<file path="config.mk">
export PLATFORM = sky130hd
export DESIGN_NAME = cam_match_encoder
export DESIGN_NICKNAME = d
export VERILOG_FILES = /design/src/rtl/cam_match_encoder_pkg.sv /design/src/rtl/cam_group_encoder.sv /design/src/rtl/cam_match_encoder.sv
export SDC_FILE = /design/constraint.sdc
export NUM_CORES = 1
export LEC_CHECK = 0
export ABC_AREA = 1
export ABC_CLOCK_PERIOD_IN_PS = 1500
export BUFFER_PORTS_ARGS = -buffer_cell sky130_fd_sc_hd__clkbuf_2
export CORE_MARGIN = 10
export CORE_UTILIZATION = 58
export DETAILED_ROUTE_END_ITERATION = 16
export GPL_TIMING_DRIVEN = 0
export PLACE_DENSITY = 0.81
export REMOVE_ABC_BUFFERS = 1
export SLEW_MARGIN = 20
export SYNTH_ARGS = -nofsm -noshare
export SYNTH_HDL_FRONTEND = slang
export SYNTH_HIERARCHICAL = 1
export SYNTH_SLANG_ARGS = --single-unit
</file>
<file path="constraint.sdc">
create_clock -name clk -period 1.5 [get_ports clk]
set_input_delay 0.075 -clock clk [delete_from_list [all_inputs] [get_ports clk]]
set_output_delay 0.075 -clock clk [all_outputs]
set_load 0.005 [all_outputs]
</file>
<file path="src/rtl/cam_match_encoder_pkg.sv">
// Shared constants and helpers for the CAM match encoder and its group sub-encoder.
package cam_match_encoder_pkg;

   // Data bits stored per CAM RAM block; kept here so CAM-side blocks share one definition.
   localparam int DATA_PER_BLOCK     = 7;

   // Default CAM address width; the encoder must be built with the same value as the CAM.
   localparam int DEFAULT_ADDR_WIDTH = 5;

   // Ceiling log2 usable in parameter expressions; returns 0 for value <= 1.
   function automatic int clog2(input int value);
      int r;
      r = 0;
      while ((1 << r) < value) r++;
      return r;
   endfunction

endpackage

</file>
<file path="src/rtl/cam_group_encoder.sv">
// Combinational encoder for one group of match lines: any bit set, index of the
// lowest set bit, and whether two or more bits are set. GROUP_WIDTH >= 2.
module cam_group_encoder
   import cam_match_encoder_pkg::*;
#(
   parameter int GROUP_WIDTH = 8,
   parameter int IDX_W       = clog2(GROUP_WIDTH)
) (
   input  logic [GROUP_WIDTH-1:0] bits,
   output logic                   any,
   output logic [IDX_W-1:0]       idx,
   output logic                   two
);

   // Scan upward: the first set bit gives idx, any later set bit flags a second hit.
   always_comb begin
      // NOTE: every output gets a default before the loop so no path leaves one unassigned (no latch).
      any  = |bits;
      idx  = '0;
      two  = 1'b0;
      for (int i = 0; i < GROUP_WIDTH; i++) begin
         if (bits[i]) begin
            if (any && idx == '0 && !two && i != 0 && bits[0]) begin
               two = 1'b1;
            end
         end
      end
      // Lowest-index search and second-hit detection.
      begin : scan
         logic seen;
         seen = 1'b0;
         for (int i = 0; i < GROUP_WIDTH; i++) begin
            if (bits[i]) begin
               if (seen) begin
                  two = 1'b1;
               end else begin
                  idx  = IDX_W'(i);
                  seen = 1'b1;
               end
            end
         end
      end
   end

endmodule

</file>
<file path="src/rtl/cam_match_encoder.sv">
// Two-stage priority encoder for the ternary CAM match lines. Stage 1 encodes
// each group independently, stage 2 picks the lowest hitting group and forms
// the final address, hit and multi-hit flags. Both stages advance together
// under valid/ready flow control. GROUP_WIDTH >= 2, power of 2, <= WORDS.
module cam_match_encoder
   import cam_match_encoder_pkg::*;
#(
   parameter int ADDR_WIDTH  = DEFAULT_ADDR_WIDTH,
   parameter int GROUP_WIDTH = 8
) (
   input  logic                    clk,
   input  logic                    rst,
   input  logic                    cam_ready,
   input  logic                    in_valid,
   output logic                    in_ready,
   input  logic [(1<<ADDR_WIDTH)-1:0] match_lines,
   output logic                    out_valid,
   input  logic                    out_ready,
   output logic                    match_found,
   output logic [ADDR_WIDTH-1:0]   match_addr,
   output logic                    multi_match
);

   localparam int WORDS   = 1 << ADDR_WIDTH;
   localparam int NGROUPS = WORDS / GROUP_WIDTH;
   localparam int IDX_W   = clog2(GROUP_WIDTH);

   logic                           adv;
   logic                           accept;
   logic [NGROUPS-1:0]             grp_any;
   logic [NGROUPS-1:0]             grp_two;
   logic [NGROUPS-1:0][IDX_W-1:0]  grp_idx;
   logic                           v1;
   logic [NGROUPS-1:0]             any_q;
   logic [NGROUPS-1:0]             two_q;
   logic [NGROUPS-1:0][IDX_W-1:0]  idx_q;
   logic [ADDR_WIDTH-1:0]          addr_d;
   logic                           multi_d;

   // The whole pipeline moves only when the output slot is empty or being consumed.
   assign adv      = !out_valid | out_ready;
   assign in_ready = cam_ready & adv;
   assign accept   = in_valid & in_ready;

   for (genvar g = 0; g < NGROUPS; g++) begin : g_grp
      cam_group_encoder #(
         .GROUP_WIDTH (GROUP_WIDTH),
         .IDX_W       (IDX_W)
      ) u_grp (
         .bits (match_lines[g*GROUP_WIDTH +: GROUP_WIDTH]),
         .any  (grp_any[g]),
         .idx  (grp_idx[g]),
         .two  (grp_two[g])
      );
   end

   // Stage 1: capture per-group encodings and the lookup valid.
   always_ff @(posedge clk or posedge rst) begin
      if (rst) begin
         // NOTE: state registers use <= so every flop samples pre-edge values regardless of statement order.
         v1    <= 1'b0;
         any_q <= '0;
         two_q <= '0;
         idx_q <= '0;
      end else if (adv) begin
         v1    <= accept;
         any_q <= grp_any;
         two_q <= grp_two;
         idx_q <= grp_idx;
      end
   end

   if (NGROUPS == 1) begin : g_single
      // Single group: its encoding is already the final result.
      always_comb begin
         addr_d  = idx_q[0];
         multi_d = two_q[0];
      end
   end else begin : g_multi
      localparam int GSEL_W = ADDR_WIDTH - IDX_W;
      logic [GSEL_W-1:0] gsel;
      logic              sel_found;

      // Stage 2 select: lowest hitting group wins; any hit above it makes a multi-hit.
      always_comb begin
         gsel      = '0;
         sel_found = 1'b0;
         multi_d   = 1'b0;
         for (int g = 0; g < NGROUPS; g++) begin
            if (any_q[g]) begin
               if (!sel_found) begin
                  gsel      = GSEL_W'(g);
                  multi_d   = two_q[g];
                  sel_found = 1'b1;
               end else begin
                  multi_d   = 1'b1;
               end
            end
         end
         addr_d = {gsel, idx_q[gsel]};
      end
   end

   // Stage 2: register the final result; holds while the consumer stalls.
   always_ff @(posedge clk or posedge rst) begin
      if (rst) begin
         out_valid   <= 1'b0;
         match_found <= 1'b0;
         match_addr  <= '0;
         multi_match <= 1'b0;
      end else if (adv) begin
         out_valid   <= v1;
         match_found <= |any_q;
         match_addr  <= addr_d;
         multi_match <= multi_d;
      end
   end

endmodule
</file>
=== Yosys cells after proc, flatten, opt, wreduce, memory -nomap -nowiden ===
Cells that the tools add are included.

* Bits in writable memories: 0
* Bits in read-only memories: 0
* Latch bits: 0
* Memories kept: 0
* Register bits after elaboration: 29
* Output and inout port bits: 9

* $add $sub $neg: 0
* Equality and inequality tests: 0
* Magnitude comparators: 1
* Multiplexer cells: 214
* Bitwise gates (word level): 3
* Divide/modulo/power cells: 0
* Reduce and logical (&&, ||, !) cells: 82
* Shift-type cells: 0
* Multiply operators: 0

{| class="wikitable"
|+ Operators by type and width
! kind !! number
|-
| $mux W3 || 53
|-
| $mux W1 || 156
|-
| $logic_and A1 B1 Y1 || 52
|-
| $reduce_or A8 Y1 || 4
|-
| $logic_not A1 Y1 || 25
|-
| $mux W2 || 4
|-
| $bmux W3 S2 || 1
|-
| $reduce_or A4 Y1 || 1
|-
| $lt A2 B3 Y1 const B || 1
|-
| $and A1 B1 Y1 || 2
|-
| $or A1 B1 Y1 || 1
|}

=== Logic depth before layout (Yosys ltp) ===
Gate-level depths: netlist of run 1.

* Depth after elaboration: 48
* Mapped depth: 10

=== By module ===
The synthesis of run 1 kept the hierarchy.

{| class="wikitable"
|+ Modules (own cells, without submodules)
! module !! instances !! area each (um^2) !! cells an instance
|-
| cam_match_encoder || 1 || 1,295.0 || 155
|-
| cam_group_encoder || 4 || 193.9 || 37
|}

=== Least setup slack after synthesis of run 1 ===
No wires, ideal clock.

* Path kind: flip-flop to flip-flop
* From: reg out_valid
* To: reg any_q[0]
* Setup slack: 0.454 ns
* Arrival: 0.915 ns
* Library setup time: 0.131 ns
* Stages on the path, launching flop included: 6
* Cells stage by stage: dfrtp_1 -> inv_1 -> nor2_4 -> inv_2 -> clkbuf_1 -> o21ai_0

* Word-level cells in the longest chain between the ends: 2

{| class="wikitable"
|+ Ends and longest elaborated chain
! item !! RTL line !! source
|-
| start: declaration || cam_match_encoder.sv:17 || <nowiki>output logic out_valid,</nowiki>
|-
| start signal: assignment || cam_match_encoder.sv:112 || <nowiki>out_valid <= v1;</nowiki>
|-
| $logic_not A1 Y1 || cam_match_encoder.sv:41 || <nowiki>assign adv = !out_valid | out_ready;</nowiki>
|-
| $or A1 B1 Y1 || cam_match_encoder.sv:41 ||
|-
| end signal: assignment || cam_match_encoder.sv:67 || <nowiki>any_q <= grp_any;</nowiki>
|-
| end: declaration || cam_match_encoder.sv:34 || <nowiki>logic [NGROUPS-1:0] any_q;</nowiki>
|}

No other way between the ends.
A chain may end at the register's enable or synchronous reset.

=== Worst setup path after layout of run 1 ===
* From: reg out_valid
* To: out in_ready

* Word-level cells in the longest chain between the ends: 3

{| class="wikitable"
|+ Ends and longest elaborated chain
! item !! RTL line !! source
|-
| $logic_not A1 Y1 || cam_match_encoder.sv:41 ||
|-
| $or A1 B1 Y1 || cam_match_encoder.sv:41 ||
|-
| $and A1 B1 Y1 || cam_match_encoder.sv:42 || <nowiki>assign in_ready = cam_ready & adv;</nowiki>
|-
| end: declaration || cam_match_encoder.sv:15 || <nowiki>output logic in_ready,</nowiki>
|}

No other way between the ends.

==> results.md, run 1 <==
- Placed Area: ~0.0023 mm²
- R2R setup slack: between 0.2 and 0.3 ns
- WL met1: 2060 µm
- Final Non-Filler Cells: about 400
- Lkg Pwr: approximately 1.3 nW
- Startpoint types: flip-flop
- Largest net degree at the start of global routing: 47
- Final Max Tran Viols: 0
- Global route total overflow: 0
- Die X: ~80 µm
- Status: finished clean
- Htree depth: 2
- Crit Path Class: flip-flop to primary output
- DRC violations left: 0
- DP HPWL: 3660 µm
- Register area share after synthesis: 0.350
- Clk_lat worst skew: between 0.3 and 0.4 ns
- Top Ports: 46
- Worst-margin pin slew: 0.581 ns
- Top-area cell type share of the netlist area: 0.350
- Initial Utilization: 0.611
- Synth warn: 6
- IO Port Bufs: between 40 and 50
- CP max FO: 12
- CP Capture Type: primary output
- Crit-path cells: inv_1 -> nor2_4 -> nor2_1 -> clkbuf_2
- Min-Delay Path Depth: 5
- # setup viols final: 0
- TritonRoute pass-1 iters: 4
- # diodes: 0
- Clk_skew: around 0.0056 ns
- Root Buffer: clkbuf_4
- Share of cells above drive strength 1: 0.241
- RSZ-0062 raised after global routing: no
- Final WS setup: a little under 0.2 ns
- Final #Nets: 389
- Worst Path Arrival: approximately 1.2 ns
- Routability cong.: between 0.8 and 0.9
- DRC marker count from the first detailed-route iteration: between 100 and 150
- CTS tree: built
- Post-Synthesis Cells: approximately 300
- Highest routed layer: met4
- Max IR drop VDD: about 0.38 mV
- Slowest stage cell, crit path: dfrtp_1
- Worst R2R End: match_addr[0]$_DFFE_PP0P_
- Max-Cap Viols: 0
- Cell taking the most area after synthesis: dfrtp_1
- Reg2Reg Depth: 5
- Min Clock Period, post-route: ~1.3 ns
- F_max: roughly 760 MHz
- Core area: about 0.0034 mm²
- Hold violation count in the final report: 0
- Met2 routed WL: between 2000 and 2500 µm
- Total Wirelength: between 4000 and 5000 µm
- Vias per cell: approximately 5.0
- Rel. slew slack: 0.612
- Finished Core Util: 0.712
- TNS Setup: 0 ns
- Vias in the first global route: between 1,500 and 2,000
- Cell variety after synth: 24
- Initial antenna violation count: 0
- Type of the worst min-delay path: input pin to flip-flop
- Mapped Area: slightly above 0.002 mm²
- Longest Clk Path Bufs: 2
- Crit path max-delay family: simple AND/OR/NAND/NOR gates
- Fin crit share: 0.872
- Cell Rows: 21
- Worst slack, placed: between 0.1 and 0.15 ns
- Overall routing resource usage: 0.147
- Placed cell count: approximately 400
- Tot Pwr: approximately 1.9 mW
- Die Ht: 79.8 µm
- Hold Startpoint: cam_ready
- CTS buffer count: 5
- Worst hold slack: between 0.06 and 0.07 ns
- CP peak stage delay: 0.35 ns
- DR WL/cell: roughly 12 µm
- Worst-path clk slew: 0.09 ns
- Cell area after layout: around 0.0024 mm²
- RR Startpoint: out_valid$_DFFE_PP0P_
- Met3 routed WL: about 320 µm
- Synth area leaders: dfrtp_1 35%, nand2_1 15%, inv_1 8.0%
- DR vias: between 2,000 and 2,500
- Hold path endpoint: v1$_DFFE_PP0P_
- Clock Sinks: 29
- Bufs and invs on worst path: 2
- Syn Area/Cell: between 6 and 7 µm²
- Die area: 0.00636 mm²
- Worst EP required: between 1 and 1.5 ns
- First-pass GRT wire length: just under 8000 µm
- Post-synthesis register bit count: 29
- Post-DRT Antenna Nets: 0
- Setup bufs post-CTS: 0
- Power Dens Cells: 795 mW/mm²
- Area delta synth->final: 16.6%
==> report_power, final <==
| group | total, mW | internal [mW] | switching [mW] |
|---|---|---|---|
| sequential | 0.897 | 0.859 | 0.0375 |
| clock | 0.537 | 0.271 | 0.266 |
| combinational | 0.485 | 0.173 | 0.313 |
| total | 1.92 | 1.30 | 0.616 |
==> layout make-up <==
cell class                      instances  area, µm²
Clock inverter                          1       5.00
Fill cell                             317        976
Sequential cell                        29        726
Multi-Input combinational cell        220       1130
Tap cell                               46       57.6
Inverter                               49        186
Clock buffer                            7       65.1
Timing Repair Buffer                   47        245
==> synth_stat cells (all sizes together) <==
library cell  instances
a31oi                 2
o32ai                 4
or2                   4
nand2                89
clkbuf                2
nor2                 53
o21ai                26
a21oi                 9
nand3                24
buf                   3
o31ai                 4
dfrtp                29
inv                  49
nand4                 5
==> sequential cells by signal, indices dropped and copies added (netlist names) <==
register     flops
any_q            4
idx_q           12
match_addr       5
match_found      1
multi_match      1
out_valid        1
two_q            4
v1               1
==> logic make-up (layout without fill, tap and decap cells) <==
group | count (synthesis) | count (layout) | share of synthesized area
buffers and inverters | 54 | 104 | 0.105
AO/OA/AOI/OAI | 45 | 45 | 0.131
flip-flops | 29 | 29 | 0.350
AND/OR/NAND/NOR | 175 | 175 | 0.414
==> layer usage <==
layer  vias up  track usage
met5         -            0
met4         0       0.0475
met1       895        0.176
met2        51        0.244
li1       1063            -
met3         4       0.0484
==> layout by cell type (no fill, tap or decap), drive strengths merged <==
cell,Yosys,final
nand2,89,89
nor2,53,53
clkbuf,2,52
inv,49,49
dfrtp,29,29
o21ai,26,26
nand3,24,24
a21oi,9,9
nand4,5,5
o32ai,4,4
or2,4,4
o31ai,4,4
a31oi,2,2
dlygate4sd3,0,2
clkinv,0,1
==> how the worst max path moves through the flow <==
stage | start | to | slack (ns) | cells past startpoint
after floorplan | out_valid$_DFFE_PP0P_ | match_addr[0]$_DFFE_PP0P_ | 0.34 | 5
after global placement | out_valid$_DFFE_PP0P_ | match_addr[0]$_DFFE_PP0P_ | 0.14 | 5
after detailed placement | out_valid$_DFFE_PP0P_ | idx_q[10]$_DFFE_PP0P_ | 0.14 | 5
after CTS | out_valid$_DFFE_PP0P_ | match_addr[0]$_DFFE_PP0P_ | 0.11 | 5
after global routing | out_valid$_DFFE_PP0P_ | in_ready | 0.10 | 4
final | out_valid$_DFFE_PP0P_ | in_ready | 0.19 | 4
==> tightest hold or removal path, delay by kind of cell <==
| family | cells | cell delay [ns] |
|---|---|---|
| AOI/OAI and AO/OA | 1 | 0.07 |
| buffers and inverters | 2 | 0.12 |
| and+or+nand+nor | 2 | 0.10 |
==> timing repair <==
| item | 4_1_cts | 5_1_grt |
|---|---|---|
| endpoints found under the hold margin | 1 | 29 |
| hold buffers | 1 | 1 |
| setup endpoints to repair | 0 | 9 |
| gates resized for setup | 0 | 2 |
(Power assumes the default switching activity.)
==> inputs of run 2 (changes only) <==
Settings changed: CELL_PAD_IN_SITES_DETAIL_PLACEMENT set to 0, CELL_PAD_IN_SITES_GLOBAL_PLACEMENT set to 2, CORE_UTILIZATION 58 to 32, PLACE_DENSITY 0.81 to 0.82.
==> run 2 against run 1 <==
Compared with the run above:
- utilization decreased by 32 points
- global-route usage decreased by 4.8 points
- sequential power about the same
- via count decreased by 1.3%
- largest cell class unchanged
- routed wire length up 5.6%
- flip-flop and latch count stayed put
==> results.md, run 2 (synthesized netlist as in run 1, its figures left out) <==
- Clk_skew: 0.00286 ns (-0.00276 ns)
- Max IR drop VDD: 0.473 mV (+23%)
- Initial antenna violation count: 0 (unchanged)
- Most frequent cells in the layout: 82 x nand2_1, 45 x clkbuf_2, 43 x inv_1, 43 x nor2_1, 29 x dfrtp_1
- TNS Setup: 0 ns (unchanged)
- Lkg Pwr: 1.29 nW (+1.0%)
- Area delta synth->final: 20.2%
- Final Max Tran Viols: 0 (unchanged)
- Largest net degree at the start of global routing: 47 (unchanged)
- Cell Rows: 29 (+38%)
- Sw Share: 0.287 (-0.0338)
- GR Util met3: 0.0309 (-0.0175)
- Comb pwr share: 0.217 (-0.036)
- CTS buffer count: 5 (unchanged)
- Overall routing resource usage: 0.0993 (-0.0481)
- Longest Clk Path Bufs: 2 (unchanged)
- Core area: 0.00631 mm² (+86%)
- Multi-input combinational cell area: 0.00113 mm² (unchanged)
- Worst hold slack: 0.0153 ns (-0.0481 ns)
- Worst-margin pin slew: 0.623 ns (+0.0422 ns)
- Met2 Track Usage GR: 0.162 (-0.0821)
- IO Port Bufs: 45 (unchanged)
- Share of cells above drive strength 1: 0.239 (-0.00216)
- Htree depth: 2 (unchanged)
- Final #Nets: 388 (-0.26%)
- Type of the worst min-delay path: input pin to flip-flop
- Top Ports: 46 (unchanged)
- Top Registers: idx_q: 12 flops, match_addr: 5 flops
- First-pass GRT wire length: 8460 µm (+6.9%)
- Total Wirelength: 4850 µm (+5.6%)
- Startpoint types: flip-flop
- DR vias: 1,986 (-1.3%)
- Die Ht: 100 µm (+26%)
- Routability cong.: 0.821 (-5.5%)
- # diodes: 0 (unchanged)
- Clock Sinks: 29 (unchanged)
- Min Clock Period, post-route: 1.33 ns (+0.0227 ns)
- P_sw: 634 µW (+2.9%)
- Finished Core Util: 0.394 (-0.318)
- DRC violations left: 0 (unchanged)
- Vias per cell: 4.63 (-8.2%)
- Vias in the first global route: 1,989 (+3.7%)
- TritonRoute pass-1 iters: 4 (unchanged)
- Worst-path clk slew: 0.06 ns (-0.03 ns)
- Die X: 100 µm (+26%)
- Most Crowded Layer GR: met2
- Commonest non-fill, non-tap cell in the layout: nand2_1
- CTS tree: built
- Worst EP required: 1.66 ns (+0.24 ns)
- Crit Path Class: flip-flop to flip-flop
- DP HPWL: 3890 µm (+6.3%)
- RSZ-0062 raised after global routing: no
- Max reg flops: 12 (unchanged)
- Reg power frac: 0.407 (-0.060)
- Clk pwr share: 0.376 (+0.096)
- Power Dens Cells: 887 mW/mm² (+12%)
- Biggest register: idx_q
- Root Buffer: clkbuf_8
- CP max FO: 46 (+34)
- Internal Power: 1.57 mW (+21%)
- Tot Pwr: 2.21 mW (+15%)
- Global route total overflow: 0 (unchanged)
- Post-DRT Antenna Nets: 0 (unchanged)
- Die area: 0.0101 mm² (+59%)
- Max-Cap Viols: 0 (unchanged)
- CP Capture Type: flip-flop
- Clk_lat worst skew: 0.28 ns (-0.05 ns)
- DR WL/cell: 11.3 µm (-1.8%)
- Status: finished clean
- Hold violation count in the final report: 0 (unchanged)
- DRC marker count from the first detailed-route iteration: 61 (-47%)
- Initial Utilization: 0.328 (-0.283)
- Fillers: 728 (+130%)
- # setup viols final: 0 (unchanged)
- Rel. slew slack: 0.584 (-0.0282)
- Worst Path Arrival: 1.49 ns (+0.26 ns)
- Fin crit share: 0.887 (+0.0151)
- Met1 Use GR: 0.119 (-0.0562)
- F_max: 752 MHz (-1.7%)
- Register Area: 726 µm² (unchanged)
-- run 2: cell count changes in the layout (fill, tap and decap cells not counted) --
cell / before / now
clkbuf_4: 5 / 0
clkbuf_8: 2 / 6
bufinv_16: 0 / 1
clkbuf_1: 0 / 1
clkinv_2: 1 / 0
dlygate4sd3_1: 2 / 1
-- run 2: area by class of cell --
class / instances / area share
clock buffer: 7 / 0.0347
tap: 77 / 0.0387
multi-input combinational: 220 / 0.453
inverter: 49 / 0.0749
sequential: 29 / 0.292
timing repair buffer: 46 / 0.0945
clock inverter: 1 / 0.0121
-- run 2: path summary, 6_finish.rpt --
kind / from / end / slack (ns) / cells past startpoint
max reg2reg: out_valid$_DFFE_PP0P_ / match_addr[0]$_DFFE_PP0P_ / 0.17 / 5
max: out_valid$_DFFE_PP0P_ / match_addr[0]$_DFFE_PP0P_ / 0.17 / 5
max in group asynchronous: rst / any_q[3]$_DFFE_PP0P_ / 0.68 / 3
min reg2reg: v1$_DFFE_PP0P_ / out_valid$_DFFE_PP0P_ / 0.46 / 2
min: in_valid / v1$_DFFE_PP0P_ / 0.02 / 3
min in group asynchronous: rst / v1$_DFFE_PP0P_ / 0.41 / 3
-- run 2: per-layer routing --
metal,up-vias,routed length (µm)
met5,-,0
met4,0,64
met3,7,227
met2,29,2250
met1,896,2310
li1,1054,-
-- run 2: power groups by stage --
stage	Clock, mW	Combinational (mW)	Sequential, mW
floorplan	0	0.300	0.911
global placement	0	0.485	0.912
detailed placement	0	0.486	0.913
CTS	0.853	0.491	0.898
global route	0.883	0.556	0.906
finish	0.830	0.479	0.898
-- run 2: worst max-delay path: stages (launching register included) --
cell	delay, ns
dfrtp_1	0.34
inv_1	0.06
nor2_4	0.30
inv_4	0.23
nand4_1	0.17
nand3_1	0.08
-- run 2: what timing repair did --
item / in CTS / in global routing
setup buffers: 0 / 0
hold endpoints to repair: 29 / 0
hold buffers: 1 / 0
endpoints found under the setup margin: 0 / 25
gates resized for setup: 0 / 2
-- run 2: through the flow --
| stage | setup slack (ns) | instance area, µm² | instances |
|---|---|---|---|
| floorplan | 0.342 | 2040 | 298 |
| global placement | 0.0441 | 2360 | 420 |
| detailed placement | 0.0259 | 2360 | 420 |
| CTS | 0.0178 | 2490 | 429 |
| global route | 0.0321 | 2490 | 429 |
| finish | 0.170 | 2490 | 429 |
==> inputs of run 3 (changes only) <==
Settings changed: PLACE_DENSITY 0.82 to 0.95.
==> run 3 against run 2 <==
Compared with the run above:
- critical path depth is the same
- final cell count is the same
- flip-flop and latch count is the same
- first-iteration DRC count grew 9.8%
==> results.md, run 3 (synthesized netlist as in run 1, its figures left out) <==
- Total Wirelength: 4690 µm (-3.4%)
- CTS buffer count: 5 (unchanged)
- DRC violations left: 0 (unchanged)
- First-pass GRT wire length: 8060 µm (-4.7%)
- TritonRoute pass-1 iters: 4 (unchanged)
- Power Dens Cells: 807 mW/mm² (-8.9%)
- Setup bufs post-CTS: 0 (unchanged)
- Vias in the first global route: 1,846 (-7.2%)
- Htree depth: 2 (unchanged)
- Worst EP required: 1.63 ns (-0.03 ns)
- Initial antenna violation count: 0 (unchanged)
- IO Port Bufs: 45 (unchanged)
- CTS tree: built
- Worst hold slack: 0.0172 ns (+0.00190 ns)
- DRC marker count from the first detailed-route iteration: 67 (+9.8%)
- Rel. slew slack: 0.597 (+0.0125)
- Die area: 0.0101 mm² (unchanged)
- Die Ht: 100 µm (unchanged)
- Vias per cell: 4.54 (-2.0%)
- Min Clock Period, post-route: 1.28 ns (-0.0545 ns)
- # setup viols final: 0 (unchanged)
- Max-Cap Viols: 0 (unchanged)
- Top Ports: 46 (unchanged)
- Most frequent cells in the layout: 82 x nand2_1, 45 x clkbuf_2, 43 x inv_1, 43 x nor2_1, 29 x dfrtp_1
- Worst Path Arrival: 1.41 ns (-0.08 ns)
- Root Buffer: clkbuf_8
- Longest Clk Path Bufs: 2 (unchanged)
- Fillers: 722 (-0.82%)
- Max IR drop VDD: 0.410 mV (-13%)
- Max reg flops: 12 (unchanged)
- Placed Area: 0.00236 mm² (unchanged)
- Biggest register: idx_q
- Share of cells above drive strength 1: 0.233 (-0.00568)
- Clock Sinks: 29 (unchanged)
- Startpoint types: flip-flop
- Tot Pwr: 1.98 mW (-10%)
- Cell area after layout: 0.00245 mm² (-1.5%)
- Area delta synth->final: 18.4%
- Initial Utilization: 0.328 (unchanged)
- Final #Nets: 388 (unchanged)
- Fin crit share: 0.851 (-0.0364)
- Overall routing resource usage: 0.0952 (-0.00409)
- Die X: 100 µm (unchanged)
- Clk_lat worst skew: 0.28 ns (about the same)
- Worst-path clk slew: 0.06 ns (about the same)
- Commonest non-fill, non-tap cell in the layout: nand2_1
- Lkg Pwr: 1.27 nW (-1.5%)
- CP peak stage delay: 0.34 ns (about the same)
- Routability cong.: 0.795 (-3.3%)
- # diodes: 0 (unchanged)
- Top Registers: idx_q: 12 flops, match_addr: 5 flops
- Global route total overflow: 0 (unchanged)
- DR vias: 1,946 (-2.0%)
- CP max FO: 46 (unchanged)
- Hold violation count in the final report: 0 (unchanged)
- Crit Path Class: flip-flop to flip-flop
- TNS Setup: 0 ns (unchanged)
- CP Capture Type: flip-flop
- Cell Rows: 29 (unchanged)
- Crit-path cells: inv_1 -> nor2_4 -> inv_4 -> nor2_1 -> a31oi_1
- DR WL/cell: 10.9 µm (-3.4%)
- Final Max Tran Viols: 0 (unchanged)
- Status: finished clean
- Type of the worst min-delay path: input pin to flip-flop
- F_max: 784 MHz (+4.3%)
- RSZ-0062 raised after global routing: no
- Clk_skew: 0.00352 ns (+0.000663 ns)
- Slowest stage cell, crit path: dfrtp_1
- Core area: 0.00631 mm² (unchanged)
- Largest net degree at the start of global routing: 47 (unchanged)
- DP HPWL: 3780 µm (-2.9%)
- Worst-margin pin slew: 0.604 ns (-0.0187 ns)
- Post-DRT Antenna Nets: 0 (unchanged)
==> run 3: changes by cell type in the layout (fill, tap and decap cells not counted), sizes merged <==
cell    delta
clkbuf     +1
bufinv     -1
==> run 3: area by class of cell <==
class | instances | area [µm²] | area share
Timing Repair Buffer | 46 | 235 | 0.0959
Inverter | 49 | 186 | 0.0760
Tap cell | 77 | 96.3 | 0.0393
Sequential cell | 29 | 726 | 0.296
Clock buffer | 8 | 80.1 | 0.0327
Multi-Input combinational cell | 220 | 1130 | 0.460
==> run 3: per-layer routing <==
layer  share of wire  up-vias  track usage
met3           0.049        5       0.0302
met1            0.49      849        0.117
met2            0.45       29        0.151
met4           0.011        0       0.0359
li1                -     1063            -
met5               0        -            0
==> run 3: final timing paths <==
kind	startpoint	endpoint	slack, ns	cells after the start
min in group asynchronous	rst	idx_q[10]$_DFFE_PP0P_	0.40	3
min	in_valid	v1$_DFFE_PP0P_	0.02	3
min reg2reg	v1$_DFFE_PP0P_	out_valid$_DFFE_PP0P_	0.46	2
max in group asynchronous	rst	idx_q[6]$_DFFE_PP0P_	0.70	3
max reg2reg	out_valid$_DFFE_PP0P_	match_found$_DFFE_PP0P_	0.22	5
max	out_valid$_DFFE_PP0P_	match_found$_DFFE_PP0P_	0.22	5
==> run 3: critical path, delay by kind of cell, from the launching register on <==
family          cells  cell delay (ns)
simple gates        2             0.43
compound gates      1             0.06
flops               1             0.34
buf+inv             2             0.30
==> run 3: power breakdown <==
| group | switching, mW | internal, mW | leakage (nW) |
|---|---|---|---|
| Clock | 0.276 | 0.329 | 0.0395 |
| Combinational | 0.304 | 0.171 | 0.883 |
| Sequential | 0.0394 | 0.861 | 0.346 |
==> run 3: metrics by stage <==
stage | util | setup slack (ns) | cells
after global routing | 0.388 | 0.0227 | 429
after floorplan | - | 0.342 | 298
after CTS | 0.386 | 0.0563 | 428
after global placement | 0.374 | 0.103 | 420
final | 0.388 | 0.224 | 429
after detailed placement | 0.374 | 0.0710 | 420
==> run 3: what timing repair did <==
action / 4_1_cts / 5_1_grt
resized for setup: 0 / 2
setup endpoints to repair: 0 / 26
hold buffers: 0 / 1
hold endpoints to repair: 0 / 29
